**src/rtl/pic_pkg.sv**
```systemverilog
// Shared definitions for the PIC command decoder slice.
// Holds FSM state encodings, command-number codes reported on cmd_nr, the
// bit positions of the ICW/OCW fields the decoder looks at, and a helper
// that picks the state following ICW2.
package pic_pkg;

  // Initialisation / operating states
  localparam logic [2:0] ST_UNINIT    = 3'd0;
  localparam logic [2:0] ST_WAIT_ICW2 = 3'd1;
  localparam logic [2:0] ST_WAIT_ICW3 = 3'd2;
  localparam logic [2:0] ST_WAIT_ICW4 = 3'd3;
  localparam logic [2:0] ST_READY     = 3'd4;

  // cmd_nr codes (meaning depends on cmd_type)
  localparam logic [1:0] NR_ICW1 = 2'd0;
  localparam logic [1:0] NR_ICW2 = 2'd1;
  localparam logic [1:0] NR_ICW3 = 2'd2;
  localparam logic [1:0] NR_ICW4 = 2'd3;
  localparam logic [1:0] NR_OCW1 = 2'd0;
  localparam logic [1:0] NR_OCW2 = 2'd1;
  localparam logic [1:0] NR_OCW3 = 2'd2;

  // ICW field positions
  localparam int unsigned ICW1_IC4  = 0;
  localparam int unsigned ICW1_SNGL = 1;
  localparam int unsigned ICW1_LTIM = 3;
  localparam int unsigned ICW1_SEL  = 4;
  localparam int unsigned ICW4_AEOI = 1;

  // OCW field positions
  localparam int unsigned OCW_SEL3  = 3;
  localparam int unsigned OCW3_RIS  = 0;
  localparam int unsigned OCW3_RR   = 1;
  localparam int unsigned OCW3_SMM  = 5;
  localparam int unsigned OCW3_ESMM = 6;

  // ICW3 is only expected in cascade mode; ICW4 only when ICW1 asked for it.
  function automatic logic [2:0] after_icw2(input logic sngl, input logic ic4);
    if (!sngl)
      return ST_WAIT_ICW3;
    else if (ic4)
      return ST_WAIT_ICW4;
    else
      return ST_READY;
  endfunction

endpackage

```
**src/rtl/pic_bus_sampler.sv**
```systemverilog
// CPU bus front end for the PIC command decoder.
// Registers the bus strobes, address bit and write data every cycle and
// flags the cycle in which a write or read strobe is released while the
// chip was selected.
// Ports:
//   clk, rst          clock, synchronous active-high reset
//   cs_n, rd_n, wr_n  raw active-low bus strobes
//   a0, din           raw address bit and write data
//   a0_q, din_q       sampled address bit / data, valid during wr_done
//   wr_done           write strobe released this cycle with chip selected
//   rd_done           read strobe released this cycle with chip selected
module pic_bus_sampler (
  input  logic       clk,
  input  logic       rst,
  input  logic       cs_n,
  input  logic       rd_n,
  input  logic       wr_n,
  input  logic       a0,
  input  logic [7:0] din,
  output logic       a0_q,
  output logic [7:0] din_q,
  output logic       wr_done,
  output logic       rd_done
);

  logic wr_q;
  logic rd_q;
  logic cs_q;

  always_ff @(posedge clk) begin
    if (rst) begin
      wr_q  <= 1'b1;
      rd_q  <= 1'b1;
      cs_q  <= 1'b0;
      a0_q  <= 1'b0;
      din_q <= 8'h00;
    end else begin
      wr_q  <= wr_n;
      rd_q  <= rd_n;
      cs_q  <= cs_n;
      a0_q  <= a0;
      din_q <= din;
    end
  end

  // Completion is the rising edge of the strobe; the select seen is the one
  // sampled while the strobe was still low.
  assign wr_done = wr_n & ~wr_q & ~cs_q;
  assign rd_done = rd_n & ~rd_q & ~cs_q;

endmodule

```
**src/rtl/pic_cmd_decoder.sv**
```systemverilog
// PIC command decoder: decodes ICW1-4 / OCW1-3 writes from the CPU bus,
// tracks the initialisation sequence, holds the configuration registers
// and the interrupt mask, and returns IRR/ISR/IMR bytes on reads.
// Ports:
//   clk, rst                    clock, synchronous active-high reset
//   cs_n, rd_n, wr_n, a0, din   CPU bus
//   dout, dout_oe               registered read data, read-data enable
//   irr_in, isr_in              request / in-service registers
//   cmd_valid/type/nr/data      one-cycle report of each accepted command
//   imr                         interrupt mask register
//   vec_base, cascade           ICW2[7:3], ICW3
//   ltim, sngl, ic4, aeoi, smm  configuration flags
//   init_done                   initialisation complete
module pic_cmd_decoder
  import pic_pkg::*;
#(
  parameter int MASK_BYTES = 1,
  parameter int IRQ_W      = 8 * MASK_BYTES
) (
  input  logic             clk,
  input  logic             rst,
  input  logic             cs_n,
  input  logic             rd_n,
  input  logic             wr_n,
  input  logic             a0,
  input  logic [7:0]       din,
  output logic [7:0]       dout,
  output logic             dout_oe,
  input  logic [IRQ_W-1:0] irr_in,
  input  logic [IRQ_W-1:0] isr_in,
  output logic             cmd_valid,
  output logic             cmd_type,
  output logic [1:0]       cmd_nr,
  output logic [7:0]       cmd_data,
  output logic [IRQ_W-1:0] imr,
  output logic [4:0]       vec_base,
  output logic             ltim,
  output logic             sngl,
  output logic             ic4,
  output logic             aeoi,
  output logic             smm,
  output logic [7:0]       cascade,
  output logic             init_done
);

  logic       a0_q;
  logic [7:0] din_q;
  logic       wr_done;
  logic       rd_done;

  pic_bus_sampler u_sampler (
    .clk     (clk),
    .rst     (rst),
    .cs_n    (cs_n),
    .rd_n    (rd_n),
    .wr_n    (wr_n),
    .a0      (a0),
    .din     (din),
    .a0_q    (a0_q),
    .din_q   (din_q),
    .wr_done (wr_done),
    .rd_done (rd_done)
  );

  logic [2:0] state;
  logic [2:0] state_nxt;
  logic       wptr;
  logic       rptr;
  logic       rsel;          // 0 = IRR, 1 = ISR on A0=0 reads
  logic       accept;
  logic       acc_type;
  logic [1:0] acc_nr;
  logic [7:0] rd_byte;

  // Write decode: ICW1 restarts initialisation from any state; everything
  // else is interpreted according to where the sequence currently is.
  always_comb begin
    accept    = 1'b0;
    acc_type  = 1'b0;
    acc_nr    = 2'd0;
    state_nxt = state;
    if (wr_done) begin
      if (!a0_q && din_q[ICW1_SEL]) begin
        accept    = 1'b1;
        acc_type  = 1'b1;
        acc_nr    = NR_ICW1;
        state_nxt = ST_WAIT_ICW2;
      end else begin
        case (state)
          ST_WAIT_ICW2: if (a0_q) begin
            accept    = 1'b1;
            acc_type  = 1'b1;
            acc_nr    = NR_ICW2;
            state_nxt = after_icw2(sngl, ic4);
          end
          ST_WAIT_ICW3: if (a0_q) begin
            accept    = 1'b1;
            acc_type  = 1'b1;
            acc_nr    = NR_ICW3;
            state_nxt = ic4 ? ST_WAIT_ICW4 : ST_READY;
          end
          ST_WAIT_ICW4: if (a0_q) begin
            accept    = 1'b1;
            acc_type  = 1'b1;
            acc_nr    = NR_ICW4;
            state_nxt = ST_READY;
          end
          ST_READY: begin
            accept = 1'b1;
            if (a0_q)
              acc_nr = NR_OCW1;
            else if (din_q[OCW_SEL3])
              acc_nr = NR_OCW3;
            else
              acc_nr = NR_OCW2;
          end
          default: ;
        endcase
      end
    end
  end

  // Read byte: with two mask bytes the read pointer walks low then high.
  always_comb begin
    rd_byte = 8'h00;
    if (a0) begin
      if (MASK_BYTES == 2 && rptr)
        rd_byte = imr[IRQ_W-1 -: 8];
      else
        rd_byte = imr[7:0];
    end else if (rsel) begin
      if (MASK_BYTES == 2 && rptr)
        rd_byte = isr_in[IRQ_W-1 -: 8];
      else
        rd_byte = isr_in[7:0];
    end else begin
      if (MASK_BYTES == 2 && rptr)
        rd_byte = irr_in[IRQ_W-1 -: 8];
      else
        rd_byte = irr_in[7:0];
    end
  end

  always_ff @(posedge clk) begin
    if (rst) begin
      state     <= ST_UNINIT;
      cmd_valid <= 1'b0;
      cmd_type  <= 1'b0;
      cmd_nr    <= 2'd0;
      cmd_data  <= 8'h00;
      imr       <= '0;
      vec_base  <= 5'd0;
      cascade   <= 8'h00;
      ltim      <= 1'b0;
      sngl      <= 1'b0;
      ic4       <= 1'b0;
      aeoi      <= 1'b0;
      smm       <= 1'b0;
      wptr      <= 1'b0;
      rptr      <= 1'b0;
      rsel      <= 1'b0;
      dout      <= 8'h00;
    end else begin
      state     <= state_nxt;
      cmd_valid <= accept;
      dout      <= rd_byte;

      if (wr_done)
        rptr <= 1'b0;
      else if (rd_done && MASK_BYTES == 2)
        rptr <= ~rptr;

      // Any A0=0 write restarts the OCW1 mask byte sequence.
      if (wr_done && !a0_q)
        wptr <= 1'b0;

      if (accept) begin
        cmd_type <= acc_type;
        cmd_nr   <= acc_nr;
        cmd_data <= din_q;
        if (acc_type) begin
          case (acc_nr)
            NR_ICW1: begin
              ltim <= din_q[ICW1_LTIM];
              sngl <= din_q[ICW1_SNGL];
              ic4  <= din_q[ICW1_IC4];
              imr  <= '0;
              aeoi <= 1'b0;
              smm  <= 1'b0;
              rsel <= 1'b0;
            end
            NR_ICW2: vec_base <= din_q[7:3];
            NR_ICW3: cascade  <= din_q;
            default: aeoi     <= din_q[ICW4_AEOI];
          endcase
        end else begin
          case (acc_nr)
            NR_OCW1: begin
              if (MASK_BYTES == 2 && wptr)
                imr[IRQ_W-1 -: 8] <= din_q;
              else
                imr[7:0] <= din_q;
              if (MASK_BYTES == 2)
                wptr <= ~wptr;
            end
            NR_OCW3: begin
              if (din_q[OCW3_RR])
                rsel <= din_q[OCW3_RIS];
              if (din_q[OCW3_ESMM])
                smm <= din_q[OCW3_SMM];
            end
            default: ;
          endcase
        end
      end
    end
  end

  assign dout_oe   = ~cs_n & ~rd_n & wr_n;
  assign init_done = (state == ST_READY);

endmodule

```
**config.mk**
```make
export PLATFORM = sky130hd
export DESIGN_NAME = pic_cmd_decoder
export DESIGN_NICKNAME = d
export VERILOG_FILES = /design/src/rtl/pic_pkg.sv /design/src/rtl/pic_bus_sampler.sv /design/src/rtl/pic_cmd_decoder.sv
export SDC_FILE = /design/constraint.sdc
export NUM_CORES = 1
export LEC_CHECK = 0
export CORE_ASPECT_RATIO = 1.75
export CORE_MARGIN = 5
export CORE_UTILIZATION = 46
export CTS_CLUSTER_SIZE = 40
export DETAILED_ROUTE_END_ITERATION = 10
export GPL_TIMING_DRIVEN = 0
export HOLD_SLACK_MARGIN = 0.02
export PLACE_DENSITY = 0.79
export SYNTH_ARGS = -nofsm -noshare
export SYNTH_HDL_FRONTEND = slang
export SYNTH_SLANG_ARGS = --single-unit
```
**constraint.sdc**
```tcl
create_clock -name clk -period 2.6 [get_ports clk]
set_input_delay 0.52 -clock clk [delete_from_list [all_inputs] [get_ports clk]]
set_output_delay 0.52 -clock clk [all_outputs]
set_load 0.005 [all_outputs]
```
==> metrics, run 1 <==
status complete, no violations; met1 Track Usage GR 21.8%; Final Hold Viols 0; via count 2,262; minimum clock period after layout 2490 ps; post-route setup slack 115 ps; CTS Buffer Depth 2; placed cells 417; vias in the first global route 2,345; total CTS buffers 9; Buf+Inv Stages, Crit Path 1; die extent in y 108 um; initial antenna violation count 0; hold path cells 2; CTS tree done; Worst Setup End Kind register; Slew Limit Fails 0; PortBufs 75; Root Buffer Master clkbuf_8; CP required 2880 ps; core area 0.00530 sq mm; DRT Pass-1 Iters 4; row count 35; postcts setup bufs 0; M2 GR Usage 37.4%; largest net degree at the start of global routing 12; fin cells 433; GRT Util Overall 20.9%; critical path type reg2reg; Pwr per Cell Area 562 mW/mm^2; Avg Cell Area, Syn 9.48 sq um; CP Max Fanout 7; # IOs 78; CP Depth 8; post-route cell area 0.00364 sq mm; Synth area leaders dfxtp_1 (48%), mux2i_1 (7.9%), a21oi_1 (5.1%), nand2_1 (3.3%), nor2_1 (3.0%); Initial Util 47.9%; synth cell count leaders dfxtp_1 (61), a21oi_1 (26), nand2_1 (22); max cap viols 0; clk slew on worst S/H paths 70 ps; total number of H-tree levels 3; Antenna Nets Post-Route 0; largest vdd supply drop 459 uV; crit start category register; Pleak 1.31 nW; WL per Instance 16.3 um; # setup viols final 0; Arr. time, crit path 2770 ps; drt drc 0; routed vias/inst 5.22; Slew headroom 57.7%; total die area 0.00717 sq mm; post-synth top area share 48.1%; HPWL Detailed 5320 um; Area growth, synth to finish 43.2%; library cells used by synthesis 45; Gate power share 7.4%; met3 Use GR 4.89%; placer congestion estimate 0.942; first-pass GRT wire length 11,200 um; dpl cell area 0.00338 sq mm; Clk network pwr share 45.3%; Post-synth EDFFs 0; mapped cell area 0.00254 sq mm; gr ovfl total 0; Worst-Margin Slew 635 ps; sequential share of power 47.3%; Main synth FF type dfxtp_1; Int Power 1.59 mW; # diodes 0; Worst path top cell family by delay simple AND/OR/NAND/NOR gates; post-place setup slack -602 ps; Final Net Count 387; hold-fix buffers at CTS 0; most common cell in the netlist dfxtp_1; share of layout cells above drive strength 1 12.3%; unrepaired setup endpoints after global routing false; Post-Synthesis Net Count 301; crit-path cells or3b_1, buf_6, o31ai_1, nand3_2, ha_1, and2_2, a21oi_4, a22o_1; switching power share of the total 22.3%; NetSw 0.456 mW; leading area contributor after synthesis dfxtp_1; Async SR Flop Fraction 0%; Reg2Reg Depth 8; GR peak layer met2; DRT iter0 DRCs 77; Synth Instances 268; final wirelength 7040 um; critical path's slowest cell dfxtp_1; Clk Latency, worst-skew pair 340 ps; Worst Hold Class reg2reg; fin crit share 95.6%; DIE WIDTH 66.2 um; synthesis warning total 0; #FFs+latches synth 61; Critical Path Max Stage Delay 420 ps; Worst Skew 8.33 ps; CTS sink count 61; share of the yosys chip area belonging to registers 48.1%; Peak Freq 402 MHz
[worst min-delay path, cell delays in order (launching register included)]
cell and delay (ps):
dfxtp_1 310, nand2_1 50, mux2i_1 60
[sequential cells by signal, summed over array words and instances, names as in the netlist]
signal,cells
aeoi,1
cascade,8
cmd_data,8
cmd_nr,2
cmd_type,1
cmd_valid,1
dout,8
ic4,1
imr,8
ltim,1
rsel,1
smm,1
sngl,1
state,3
u_sampler.a0_q,1
u_sampler.cs_q,1
u_sampler.din_q,8
u_sampler.wr_q,1
vec_base,5
[power by group through the flow]
stage | combinational (mW) | clock [mW] | sequential, mW
floorplan | 0.0705 | 0 | 0.981
global placement | 0.147 | 0 | 0.987
detailed placement | 0.148 | 0 | 0.987
CTS | 0.150 | 0.943 | 0.966
global route | 0.163 | 0.983 | 0.968
finish | 0.151 | 0.927 | 0.967
[per-layer routing]
layer,vias up,share of wire (%)
met5,-,0
met1,1058,38
met4,0,2.4
li1,1111,-
met2,80,53
met3,13,6.8
[cells by family (layout without fill, tap and decap cells)]
logic type      after synthesis  after routing  synth area share [%]
simple gates                 90             90                  20.0
buf+inv                      25            116                  4.58
flops                        61             61                  48.1
fa+ha+maj                     3              3                  1.48
compound gates               69             69                  18.0
mux                          20             20                  7.88
[placed cells by master (no fill, tap or decap), drive strengths merged, types with 3 or more instances in the layout]
| master | n |
|---|---|
| clkdlybuf4s50 | 75 |
| nor2 | 20 |
| buf | 9 |
| nor2b | 12 |
| a21oi | 28 |
| inv | 7 |
| clkbuf | 19 |
| clkinv | 3 |
| nor4 | 3 |
| ha | 3 |
| a311oi | 4 |
| a22o | 7 |
| mux2i | 20 |
| dfxtp | 61 |
| a31o | 3 |
| nand2 | 22 |
| o21ai | 18 |
| nand2b | 4 |
| nand3 | 13 |
[what timing repair did]
action | 4_1_cts | 5_1_grt
pin swaps | 1 | 1
endpoints found under the setup margin | 22 | 11
gates resized for setup | 4 | 5
[metrics by stage]
| stage | TNS (ps) | total power, mW | util, % | hold WS, ps |
|---|---|---|---|---|
| floorplan | 0 | 1.05 | - | 451 |
| global placement | -13860 | 1.13 | 63.8 | 447 |
| detailed placement | -12650 | 1.14 | 63.8 | 454 |
| CTS | 0 | 2.06 | 68.4 | 470 |
| global route | 0 | 2.12 | 68.6 | 483 |
| finish | 0 | 2.04 | 68.6 | 470 |
[path summary, 6_finish.rpt]
| path | start | endpoint | slack, ps |
|---|---|---|---|
| setup / recovery | state[2] | imr[3] | 110 |
| hold / removal | cascade[4] | cascade[4] | 470 |
| setup reg to reg | state[2] | imr[3] | 110 |
| hold reg to reg | cascade[4] | cascade[4] | 470 |
[cell type report]
| class | instances | area, sq um |
|---|---|---|
| Buffer | 18 | 96.3 |
| Timing Repair Buffer | 75 | 751 |
| Inverter | 7 | 28.8 |
| Tap cell | 74 | 92.6 |
| Multi-Input combinational cell | 182 | 1220 |
| Fill cell | 445 | 1660 |
| Clock inverter | 6 | 86.3 |
| Sequential cell | 61 | 1220 |
| Clock buffer | 10 | 138 |
Note: power is estimated with default switching activity, not from simulation.
==> inputs of run 2 (changes only) <==
--- a/config.mk
+++ b/config.mk
@@ -13,6 +13,7 @@
 export GPL_TIMING_DRIVEN = 0
 export HOLD_SLACK_MARGIN = 0.02
 export PLACE_DENSITY = 0.79
+export SKIP_LAST_GASP = 1
 export SYNTH_ARGS = -nofsm -noshare
 export SYNTH_HDL_FRONTEND = slang
 export SYNTH_SLANG_ARGS = --single-unit
==> results of run 2 <==
Same layout as run 1: the final DEF is identical, and so are final timing and power.
==> inputs of run 3 (changes only) <==
==> constraint.sdc (replaced) <==
create_clock -name clk -period 2.4 [get_ports clk]
set_input_delay 0.48 -clock clk [delete_from_list [all_inputs] [get_ports clk]]
set_output_delay 0.48 -clock clk [all_outputs]
set_load 0.005 [all_outputs]
==> metrics, run 3 (same netlist as run 1, synthesis figures left out) <==
WHS 469 ps; Power, Total 2.22 mW; Peak Freq 434 MHz; CP Max Fanout 7; initial antenna violation count 0; post-route cell area 0.00372 sq mm; Area growth, synth to finish 46.3%; gr ovfl total 0; row count 35; most common cell after layout, fill and taps aside clkdlybuf4s50_1; drt drc 0; Pwr per Cell Area 598 mW/mm^2; hold-fix buffers at CTS 0; total number of H-tree levels 3; WL per Instance 16.1 um; CP required 1920 ps; Slew headroom 58.0%; CTS tree done; DRT iter0 DRCs 79; routed vias/inst 5.27; Slew Limit Fails 0; first-pass GRT wire length 11,200 um; Initial Util 47.9%; Arr. time, crit path 1820 ps; clk slew on worst S/H paths 70 ps; CTS sink count 61; via count 2,308; Worst-Margin Slew 630 ps; HPWL Detailed 5320 um; vias in the first global route 2,355; Pleak 1.34 nW; Worst Skew 8.64 ps; Clk Latency, worst-skew pair 350 ps; post-place setup slack -762 ps; dpl cell area 0.00338 sq mm; # setup viols final 0; largest vdd supply drop 500 uV; Worst Setup End Kind primary output; fin crit share 96.0%; total die area 0.00717 sq mm; most frequent cells in the layout clkdlybuf4s50_1 (75), dfxtp_1 (59), a21oi_1 (26); # diodes 0; max cap viols 0; final wirelength 7050 um; placer congestion estimate 0.942; Root Buffer Master clkbuf_8; Worst Hold Class reg2reg; Final Hold Viols 0; PortBufs 75; total CTS buffers 9; crit start category register; Util after Layout 70.1%; # IOs 78; minimum clock period after layout 2300 ps; Final Net Count 392; critical path type reg2out; DIE WIDTH 66.2 um; post-route setup slack 96.4 ps; DRT Pass-1 Iters 4; largest net degree at the start of global routing 12; status complete, no violations; core area 0.00530 sq mm; Antenna Nets Post-Route 0; share of layout cells above drive strength 1 14.6%; CTS Buffer Depth 2; die extent in y 108 um; GRT Util Overall 20.9%
==> run 3: cell count changes in the layout (fill, tap and decap cells not counted) <==
| cell | delta |
|---|---|
| nand3_4 | +1 |
| nand3_2 | -1 |
| o31ai_4 | +1 |
| buf_4 | +4 |
| ha_1 | -1 |
| clkbuf_4 | +1 |
| dfxtp_1 | -2 |
| buf_6 | +1 |
| dfxtp_2 | +2 |
| o31ai_1 | -1 |
| ha_4 | +1 |
| buf_2 | -1 |
==> run 3: report_power, final <==
group | internal [mW] | total (mW) | switching (mW)
registers | 1.03 | 1.05 | 0.0188
logic | 0.0842 | 0.167 | 0.0827
clock network | 0.610 | 1.01 | 0.397
total | 1.72 | 2.22 | 0.498
==> run 3: path summary, 6_finish.rpt <==
kind	start	end	slack [ps]	cells past startpoint
setup reg to reg	state[0]	imr[3]	130	8
hold / removal	cascade[6]	cascade[6]	470	2
setup / recovery	state[0]	init_done	100	4
hold reg to reg	cascade[6]	cascade[6]	470	2
==> run 3: layer usage <==
layer  wire length (um)  vias up  track usage, %
li1                   -     1124               -
met1               2630     1082            21.8
met2               3740       87            37.5
met3                493       15            4.89
met4                188        0            11.5
met5                  0        -               0
==> run 3: critical path: stages, from the launching register on <==
cell and delay (ps):
dfxtp_2 350, or3b_1 390, buf_6 170, inv_4 70
clkdlybuf4s50_1 490
==> run 3: area by class of cell <==
class | count | area, sq um
clock inverters | 6 | 86.3
fillers | 432 | 1580
plain buffers | 18 | 103
clock buffers | 10 | 138
multi-input cells | 182 | 1260
inverters | 7 | 28.8
repair buffers | 80 | 788
flip-flops and latches | 61 | 1220
well taps | 74 | 92.6
==> run 3: metrics by stage <==
step / TNS, ps / std cells
2_1_floorplan: 0 / 268
3_3_place_gp: -18180 / 417
3_5_place_dp: -16970 / 417
4_1_cts: 0 / 434
5_1_grt: -4.98 / 438
6_report: 0 / 438
==> run 3: timing repair <==
item / 4_1_cts / 5_1_grt
hold endpoints to repair: 0 / 0
pin swaps: 1 / 1
setup buffers: 1 / 4
gates resized for setup: 9 / 8
setup endpoints to repair: 27 / 18
